### src/rtl/decode_cycle.sv
// RV32I decode stage: control decode, register file with write-through reads,
// immediate generation and the ID/EX pipeline register with flush.
module decode_cycle #(
    parameter int XLEN  = 32,
    parameter int NREGS = 32
) (
    input  logic                     clk,
    input  logic                     rst,
    input  logic [31:0]              InstrD,
    input  logic [XLEN-1:0]          PCD,
    input  logic [XLEN-1:0]          PCPlus4D,
    input  logic                     FlushE,
    input  logic                     RegWriteW,
    input  logic [$clog2(NREGS)-1:0] RdW,
    input  logic [XLEN-1:0]          ResultW,
    output logic                     RegWriteE,
    output logic [1:0]               ResultSrcE,
    output logic                     MemWriteE,
    output logic                     JumpE,
    output logic                     BranchE,
    output logic [2:0]               ALUControlE,
    output logic                     ALUSrcE,
    output logic [XLEN-1:0]          RD1E,
    output logic [XLEN-1:0]          RD2E,
    output logic [XLEN-1:0]          ImmExtE,
    output logic [$clog2(NREGS)-1:0] Rs1E,
    output logic [$clog2(NREGS)-1:0] Rs2E,
    output logic [$clog2(NREGS)-1:0] RdE,
    output logic [XLEN-1:0]          PCE,
    output logic [XLEN-1:0]          PCPlus4E
);
    localparam int AW = $clog2(NREGS);

    localparam logic [6:0] OP_LW   = 7'b0000011;
    localparam logic [6:0] OP_SW   = 7'b0100011;
    localparam logic [6:0] OP_R    = 7'b0110011;
    localparam logic [6:0] OP_IALU = 7'b0010011;
    localparam logic [6:0] OP_BEQ  = 7'b1100011;
    localparam logic [6:0] OP_JAL  = 7'b1101111;

    localparam logic [2:0] ALU_ADD = 3'b000;
    localparam logic [2:0] ALU_SUB = 3'b001;
    localparam logic [2:0] ALU_AND = 3'b010;
    localparam logic [2:0] ALU_OR  = 3'b011;
    localparam logic [2:0] ALU_SLT = 3'b101;

    typedef enum logic [2:0] {
        IMM_NONE,
        IMM_I,
        IMM_S,
        IMM_B,
        IMM_J
    } imm_sel_t;

    logic [6:0]    op;
    logic [2:0]    f3;
    logic          f7b5;
    logic [AW-1:0] rs1, rs2, rd;

    assign op   = InstrD[6:0];
    assign f3   = InstrD[14:12];
    assign f7b5 = InstrD[30];
    assign rs1  = InstrD[19:15];
    assign rs2  = InstrD[24:20];
    assign rd   = InstrD[11:7];

    logic       reg_write, alu_src, mem_write, branch, jump;
    logic [1:0] result_src, alu_op;
    imm_sel_t   imm_sel;

    // Unknown opcodes fall through with every control low, acting as a bubble.
    always_comb begin
        reg_write  = 1'b0;
        alu_src    = 1'b0;
        mem_write  = 1'b0;
        branch     = 1'b0;
        jump       = 1'b0;
        result_src = 2'b00;
        alu_op     = 2'b00;
        imm_sel    = IMM_NONE;
        case (op)
            OP_LW: begin
                reg_write  = 1'b1;
                imm_sel    = IMM_I;
                alu_src    = 1'b1;
                result_src = 2'b01;
            end
            OP_SW: begin
                imm_sel   = IMM_S;
                alu_src   = 1'b1;
                mem_write = 1'b1;
            end
            OP_R: begin
                reg_write = 1'b1;
                alu_op    = 2'b10;
            end
            OP_IALU: begin
                reg_write = 1'b1;
                imm_sel   = IMM_I;
                alu_src   = 1'b1;
                alu_op    = 2'b10;
            end
            OP_BEQ: begin
                imm_sel = IMM_B;
                branch  = 1'b1;
                alu_op  = 2'b01;
            end
            OP_JAL: begin
                reg_write  = 1'b1;
                imm_sel    = IMM_J;
                result_src = 2'b10;
                jump       = 1'b1;
            end
            default: ;
        endcase
    end

    logic [2:0] alu_control;

    always_comb begin
        alu_control = ALU_ADD;
        case (alu_op)
            2'b01: alu_control = ALU_SUB;
            2'b10: begin
                case (f3)
                    3'b000:  alu_control = (op[5] & f7b5) ? ALU_SUB : ALU_ADD;
                    3'b010:  alu_control = ALU_SLT;
                    3'b110:  alu_control = ALU_OR;
                    3'b111:  alu_control = ALU_AND;
                    default: alu_control = ALU_ADD;
                endcase
            end
            default: alu_control = ALU_ADD;
        endcase
    end

    logic [XLEN-1:0] imm_ext;

    always_comb begin
        imm_ext = '0;
        case (imm_sel)
            IMM_I: imm_ext = {{(XLEN-12){InstrD[31]}}, InstrD[31:20]};
            IMM_S: imm_ext = {{(XLEN-12){InstrD[31]}}, InstrD[31:25], InstrD[11:7]};
            IMM_B: imm_ext = {{(XLEN-12){InstrD[31]}}, InstrD[7], InstrD[30:25],
                              InstrD[11:8], 1'b0};
            IMM_J: imm_ext = {{(XLEN-20){InstrD[31]}}, InstrD[19:12], InstrD[20],
                              InstrD[30:21], 1'b0};
            default: imm_ext = '0;
        endcase
    end

    logic [XLEN-1:0] regs_q [NREGS];

    always_ff @(posedge clk or negedge rst) begin
        if (!rst) begin
            for (int i = 0; i < NREGS; i++) regs_q[i] <= '0;
        end else if (RegWriteW && (RdW != '0)) begin
            regs_q[RdW] <= ResultW;
        end
    end

    // Writeback data bypasses the array so a same-cycle read sees it.
    function automatic logic [XLEN-1:0] read_port(input logic [AW-1:0] addr);
        if (addr == '0)
            return '0;
        else if (RegWriteW && (RdW == addr))
            return ResultW;
        else
            return regs_q[addr];
    endfunction

    logic [XLEN-1:0] rd1, rd2;
    assign rd1 = read_port(rs1);
    assign rd2 = read_port(rs2);

    logic            reg_write_d, mem_write_d, jump_d, branch_d, alu_src_d;
    logic [1:0]      result_src_d;
    logic [2:0]      alu_control_d;
    logic [XLEN-1:0] rd1_d, rd2_d, imm_ext_d, pc_d, pc_plus4_d;
    logic [AW-1:0]   rs1_d, rs2_d, rd_d;

    logic            reg_write_q, mem_write_q, jump_q, branch_q, alu_src_q;
    logic [1:0]      result_src_q;
    logic [2:0]      alu_control_q;
    logic [XLEN-1:0] rd1_q, rd2_q, imm_ext_q, pc_q, pc_plus4_q;
    logic [AW-1:0]   rs1_q, rs2_q, rd_q;

    // A flush loads an all-zero bubble, overriding the decoded instruction.
    always_comb begin
        reg_write_d   = 1'b0;
        mem_write_d   = 1'b0;
        jump_d        = 1'b0;
        branch_d      = 1'b0;
        alu_src_d     = 1'b0;
        result_src_d  = 2'b00;
        alu_control_d = 3'b000;
        rd1_d         = '0;
        rd2_d         = '0;
        imm_ext_d     = '0;
        pc_d          = '0;
        pc_plus4_d    = '0;
        rs1_d         = '0;
        rs2_d         = '0;
        rd_d          = '0;
        if (!FlushE) begin
            reg_write_d   = reg_write;
            mem_write_d   = mem_write;
            jump_d        = jump;
            branch_d      = branch;
            alu_src_d     = alu_src;
            result_src_d  = result_src;
            alu_control_d = alu_control;
            rd1_d         = rd1;
            rd2_d         = rd2;
            imm_ext_d     = imm_ext;
            pc_d          = PCD;
            pc_plus4_d    = PCPlus4D;
            rs1_d         = rs1;
            rs2_d         = rs2;
            rd_d          = rd;
        end
    end

    always_ff @(posedge clk or negedge rst) begin
        if (!rst) begin
            reg_write_q   <= 1'b0;
            mem_write_q   <= 1'b0;
            jump_q        <= 1'b0;
            branch_q      <= 1'b0;
            alu_src_q     <= 1'b0;
            result_src_q  <= 2'b00;
            alu_control_q <= 3'b000;
            rd1_q         <= '0;
            rd2_q         <= '0;
            imm_ext_q     <= '0;
            pc_q          <= '0;
            pc_plus4_q    <= '0;
            rs1_q         <= '0;
            rs2_q         <= '0;
            rd_q          <= '0;
        end else begin
            reg_write_q   <= reg_write_d;
            mem_write_q   <= mem_write_d;
            jump_q        <= jump_d;
            branch_q      <= branch_d;
            alu_src_q     <= alu_src_d;
            result_src_q  <= result_src_d;
            alu_control_q <= alu_control_d;
            rd1_q         <= rd1_d;
            rd2_q         <= rd2_d;
            imm_ext_q     <= imm_ext_d;
            pc_q          <= pc_d;
            pc_plus4_q    <= pc_plus4_d;
            rs1_q         <= rs1_d;
            rs2_q         <= rs2_d;
            rd_q          <= rd_d;
        end
    end

    assign RegWriteE   = reg_write_q;
    assign ResultSrcE  = result_src_q;
    assign MemWriteE   = mem_write_q;
    assign JumpE       = jump_q;
    assign BranchE     = branch_q;
    assign ALUControlE = alu_control_q;
    assign ALUSrcE     = alu_src_q;
    assign RD1E        = rd1_q;
    assign RD2E        = rd2_q;
    assign ImmExtE     = imm_ext_q;
    assign Rs1E        = rs1_q;
    assign Rs2E        = rs2_q;
    assign RdE         = rd_q;
    assign PCE         = pc_q;
    assign PCPlus4E    = pc_plus4_q;

endmodule
### config.mk
export PLATFORM = sky130hd
export DESIGN_NAME = decode_cycle
export DESIGN_NICKNAME = d
export VERILOG_FILES = /design/src/rtl/decode_cycle.sv
export SDC_FILE = /design/constraint.sdc
export NUM_CORES = 2
export LEC_CHECK = 0
export ABC_AREA = 1
export BUFFER_PORTS_ARGS = -buffer_cell sky130_fd_sc_hd__buf_4
export CAP_MARGIN = 20
export CORE_ASPECT_RATIO = 1.2
export CORE_MARGIN = 1
export CORE_UTILIZATION = 45
export DETAILED_ROUTE_END_ITERATION = 16
export PLACE_DENSITY = 0.6
export SYNTH_ARGS = -nofsm -noshare
export SYNTH_HDL_FRONTEND = slang
export SYNTH_SLANG_ARGS = --single-unit
### constraint.sdc
create_clock -name clk -period 1.2 [get_ports clk]
set_input_delay 0.24 -clock clk [delete_from_list [all_inputs] [get_ports clk]]
set_output_delay 0.24 -clock clk [all_outputs]
set_load 0.01 [all_outputs]
Word-level counts from Yosys, hierarchy flattened:

Cells that the tools add are included.

* $lt $le $gt $ge: 4
* eq/ne operators: 17
* muxes and demuxes: 40
* bitwise operators: 4
* reduce and logical (&&, ||, !) cells: 12

Operators by type and width (number)
* $bwmux 1024: 1
* $mux 32: 14
* $bmux 32 s5: 2
* $demux 32 s5: 1
* $pmux 32 s4: 1
* $pmux 3 s4: 2
* $ge 6x6->1 const B: 3
* $not 5->6: 3
* $mux 5: 3
* $eq 7x6->1 const B: 2
* $eq 7x7->1 const B: 2
* $mux 1: 11
* $eq 5x5->1: 2
* $logic_not 5->1: 2
* $eq 3x2->1 const B: 3
* $eq 3x3->1 const B: 3
* $pmux 2 s2: 2
* $eq 7x2->1 const B: 1
* $eq 7x5->1 const B: 1
* $lt 6x1->1 const B: 1
* $pmux 3 s2: 1
* $reduce_bool 5->1: 1
* $logic_and 1x1->1: 4
* $reduce_or 2->1: 2
* other kinds (9): 9

* register bits: 1209
* input bits: 137
* output and inout port bits: 185

Depth between registers and ports, before layout:

* word-level depth: 7
* mapped depth: 13

Worst setup path before layout:

Ideal clock, no wire load.

* kind: input port to flip-flop
* from: in InstrD[20]
* to: reg rd2_q[27] (netlist: RD2E[27])
* setup time: 0.121 ns
* data arrival time: 1.533 ns
* path slack: -0.454 ns
* cell stages on the path: 13
* path buffers: 3
* cell sequence: clkbuf_1 > inv_2 > clkbuf_1 > clkbuf_1 > nand2_1 > nand3_1 > nand3_1 > nand2_1 > nand2_1 > nand2_1 > nor2_1 > nor2_1 > nor2_1

* longest elaborated chain between the ends: 7

Ends and longest elaborated chain
* from (decl): RTL line 9 `input logic [31:0] InstrD,`
* $not 5->6 (not written as such): RTL line 169 `return regs_q[addr];`
* $bmux 32 s5: RTL line 169
* $mux 32 (not written as such) (2 in series): RTL line 169
* $mux 32: RTL line 166 `else if (RegWriteW && (RdW == addr))`
* $mux 32 (*): RTL line 164 `if (addr == '0)`
* $mux 32 (*): RTL line 205 `if (!FlushE) begin`
* via rd2_d[27]: RTL line 179 `logic [XLEN-1:0] rd1_d, rd2_d, imm_ext_d, pc_d, pc_plus4_d;`
* to (signal assigned): RTL line 250 `rd2_q <= rd2_d;`
* to (decl): RTL line 185 `logic [XLEN-1:0] rd1_q, rd2_q, imm_ext_q, pc_q, pc_plus4_q;`

Mark *: on every way through the listed nets, which the timed path passes. The rest lies on a longest branch. The select of a mux whose other input is x is not followed.
A chain may end at the register's enable or synchronous reset.

==> results.toml <==
[status]
result_of_the_run = "complete, but fails checks"
violations = "negative hold slack, negative setup slack"

[drt]
wire_per_inst_um = 23.0
route.final.wire_length_um = 277000
dr.pass1.iters = 8
antenna_violating_nets_post_route = 0
post-route-drc-count = 0
num_vias = 69100
detail_route.iter0.violations = 8488
avgViaCountPerCell = 5.76

[synth]
synth-edff-count = 0
postSynthNetCount = 9392
synthTopCellsByCount = "3,174 x nand2_1, 1,198 x dfrtp_1, 1,151 x o21ai_0, 1,072 x nand3_1, 783 x inv_1"
asyncSetResetFlopFracSynth = 1.00
synth_flop_cell = "dfrtp_1"
yosys-top-cells-area = "dfrtp_1 47%, nand2_1 19%, o21ai_0 8.9%"
most_common_cell_in_the_synthesized_netlist = "nand2_1"
complex_gate_fraction_of_the_synthesized_area = 0.135
netlist_area_mm2 = 0.0644
synthXorXnorAreaFrac = 0
synth-simple-area-share = 0.304
ys_ff_latch = 1198
synth_top_cell_area_share = 0.466
yosysTopAreaCell = "dfrtp_1"
syn_avg_cell_area_um2 = 6.96
synthAdderAreaFrac = 0.000389
synth.yosys.warnings = 0
synth.distinct_cells = 30
synth-seq-area-share = 0.466
syn-instance-count = 9253
muxShareOfSynthArea = 0
synth_top_family_by_area = "simple AND/OR/NAND/NOR gates"

[cts]
cts_root_buffer = "clkbuf_16"
worstSkewPairLatency_ns = 0.80
h-tree-depth = 4
path_clk_slew_ns = 0.06
tritoncts = "done"
clk_path_buf_depth = 3
numClockSinks = 1198
cts_inserted_buffers = 133

[power_and_ir_drop]
peakVddDrop_mv = 1.53
power_frac_clock = 0.343
internal_power_mw = 85.4
fraction_of_power_consumed_by_sequential_logic = 0.419
power.density_mw_per_mm2 = 1470
power_switching_mw = 39.2
leakage_power_figure_nw = 41.7
combinationalPowerShare = 0.238
switching_share = 0.315

[cells_and_area]
final_cell_count_no_fill = 12000
layout-drive-gt1-share = 0.211
nets = 10200
flow.area_growth_from_synthesis_pct = 32.1
finalInstanceArea_mm2 = 0.0851

[sta]
hold-worst-slack_ns = -0.0481
rsz0062_at_grt = "true"
drv_slew = 0
finClkSkew_ns = 0.0267
hold_viol = 5
worst_slew_pin_slew_ns = 0.708
final_critical_path_setup_slack_ns = -0.492
fin_crit_ns = 1.69
period_share = 1.41
slew_headroom = 0.525
fmax_mhz = 591
report.final.setup_viol = 250

[critical_path]
kind_of_start_point_of_the_critical_path = "flop"
cp.required_ns = 0.96
cell_by_cell_trace_of_the_critical_path = "buf_6, buf_4"
timing.critical_path.arrival_ns = 1.45
critPathSlowestCell = "dfrtp_1"
worstSetupPathType = "flop to output port"
worstSetupEndpointType = "output port"
critical_path.max_fanout = 12
crit_path_max_incr_delay_ns = 0.37

[grt]
maximum_number_of_pins_on_one_net_before_global_route_repair = 87
globalRouteMet1Util = 0.499
antenna_found_initial = 9
grtUsageMet3 = 0.0713
grt_use_met2 = 0.584
grt_first_pass_wirelength_um = 410000
grt_pass1_vias = 64300
grt_overflow = 0
groute.usage.overall = 0.376
grt_most_used_layer = "met2"

[flow_run]
max-cap-violations = 0

[placement]
portBuffers = 321
globalplace.congestion = 0.932
detailedPlacementHpwl_um = 180000
dpl.cell_count = 11500
placement.cell_area_mm2 = 0.0763

[die]
ioPinCount = 322
core.rowCount = 151
floorplan.die.height_um = 416
core_area_mm2 = 0.142
die_width_um = 347
floorplan.initialDensity = 0.455
dieArea_mm2 = 0.145

[worst_hold_path]
hold_path_class = "primary input to flop"
## path summary, 6_finish.rpt
check / start / to / slack, ns / depth (start not counted)
max: ImmExtE[30]$_DFF_PN0_ / ImmExtE[26] / -0.49 / 2
min: InstrD[4] / RegWriteE$_DFF_PN0_ / -0.05 / 5
max reg2reg: regs_q[158]$_DFFE_PN0P_ / RD2E[30]$_DFF_PN0_ / -0.20 / 11
min reg2reg: regs_q[992]$_DFFE_PN0P_ / regs_q[992]$_DFFE_PN0P_ / 0.40 / 0
max in group asynchronous: rst / regs_q[555]$_DFFE_PN0P_ / 0.06 / 3
min in group asynchronous: rst / RdE[3]$_DFF_PN0_ / 0.14 / 3
## logic make-up after synthesis
group | after synthesis
AO/OA/AOI/OAI | 1660
adder cells (fa/ha/maj) | 2
buffers and inverters | 1578
flip-flops | 1198
AND/OR/NAND/NOR | 4815
## per-layer routing
layer / share of wire / vias to the layer above
li1: - / 31100
met1: 0.39 / 33000
met2: 0.45 / 4218
met3: 0.10 / 879
met4: 0.059 / 8
met5: 0.00017 / -
## repair_timing
item	CTS	global route
gates resized for setup	390	430
gates cloned	0	2
endpoints found under the hold margin	1746	5
setup endpoints to repair	239	275
pin swaps	201	412
hold buffers	121	2
buffers inserted	42	81
## metrics by stage
| stage | hold WS, ns | setup WS (ns) | power [mW] | setup TNS [ns] | utilization |
|---|---|---|---|---|---|
| 2_1_floorplan | -0.0556 | -0.198 | 66.8 | -92.55 | - |
| 3_3_place_gp | 0.100 | -0.786 | 78.2 | -505.01 | 0.539 |
| 3_5_place_dp | 0.101 | -0.769 | 78.9 | -524.84 | 0.539 |
| 4_1_cts | -0.0940 | -0.528 | 123 | -79.70 | 0.588 |
| 5_1_grt | -0.0366 | -0.532 | 131 | -82.00 | 0.601 |
| 6_report | -0.0481 | -0.492 | 125 | -71.79 | 0.601 |
## registers in the layout (all words and copies together), names as in the netlist, 2 cells and up
name / cells
regs_q: 1024
PCE: 32
PCPlus4E: 32
RD1E: 32
RD2E: 32
ImmExtE: 21
RdE: 5
Rs1E: 5
Rs2E: 5
ALUControlE: 3
ResultSrcE: 2
## cell usage in the layout, fill, tap and decap left out, types with 11 or more instances in the layout
| master | Yosys | final |
|---|---|---|
| clkbuf_8 | 0 | 24 |
| nand2_2 | 1 | 150 |
| nand3_1 | 1072 | 939 |
| o21ai_1 | 53 | 132 |
| dlygate4sd3_1 | 0 | 119 |
| dfrtp_1 | 1198 | 1178 |
| inv_1 | 783 | 666 |
| o21ai_0 | 1151 | 1065 |
| a21oi_2 | 0 | 73 |
| o211ai_1 | 152 | 152 |
| nor2_1 | 540 | 490 |
| nand2_4 | 0 | 11 |
| a21oi_1 | 290 | 217 |
| clkinv_2 | 0 | 21 |
| bufinv_16 | 0 | 11 |
| inv_2 | 12 | 121 |
| dfrtp_2 | 0 | 20 |
| buf_4 | 11 | 863 |
| clkbuf_1 | 598 | 23 |
| nand2_1 | 3174 | 3014 |
| nor2_2 | 3 | 31 |
| nand3_2 | 1 | 133 |
| buf_12 | 0 | 252 |
| clkbuf_16 | 0 | 142 |
| buf_6 | 0 | 213 |
| nor2_4 | 3 | 26 |
## power groups by stage
| stage | Combinational, mW | Sequential, mW | Clock, mW |
|---|---|---|---|
| 2_1_floorplan | 15.4 | 51.3 | 0 |
| 3_3_place_gp | 26.0 | 52.2 | 0 |
| 3_5_place_dp | 26.6 | 52.3 | 0 |
| 4_1_cts | 27.8 | 51.8 | 43.1 |
| 5_1_grt | 33.0 | 52.8 | 44.7 |
| 6_report | 29.7 | 52.2 | 42.7 |
## final cells by class
class | instances | area (um2)
sequential | 1198 | 30000
clock buffer | 188 | 3950
clock inverter | 42 | 517
multi-input combinational | 6478 | 30000
antenna | 4 | 10.0
timing repair buffer | 1454 | 15200
tap | 1836 | 2300
inverter | 798 | 3050
fill | 12600 | 56500
## worst max-delay path, delay by kind of cell, from the launching register on
family,cells,cell delay [ns]
DFF,1,0.37
buffers and inverters,2,0.28
Note: power is estimated with default switching activity, not from simulation.
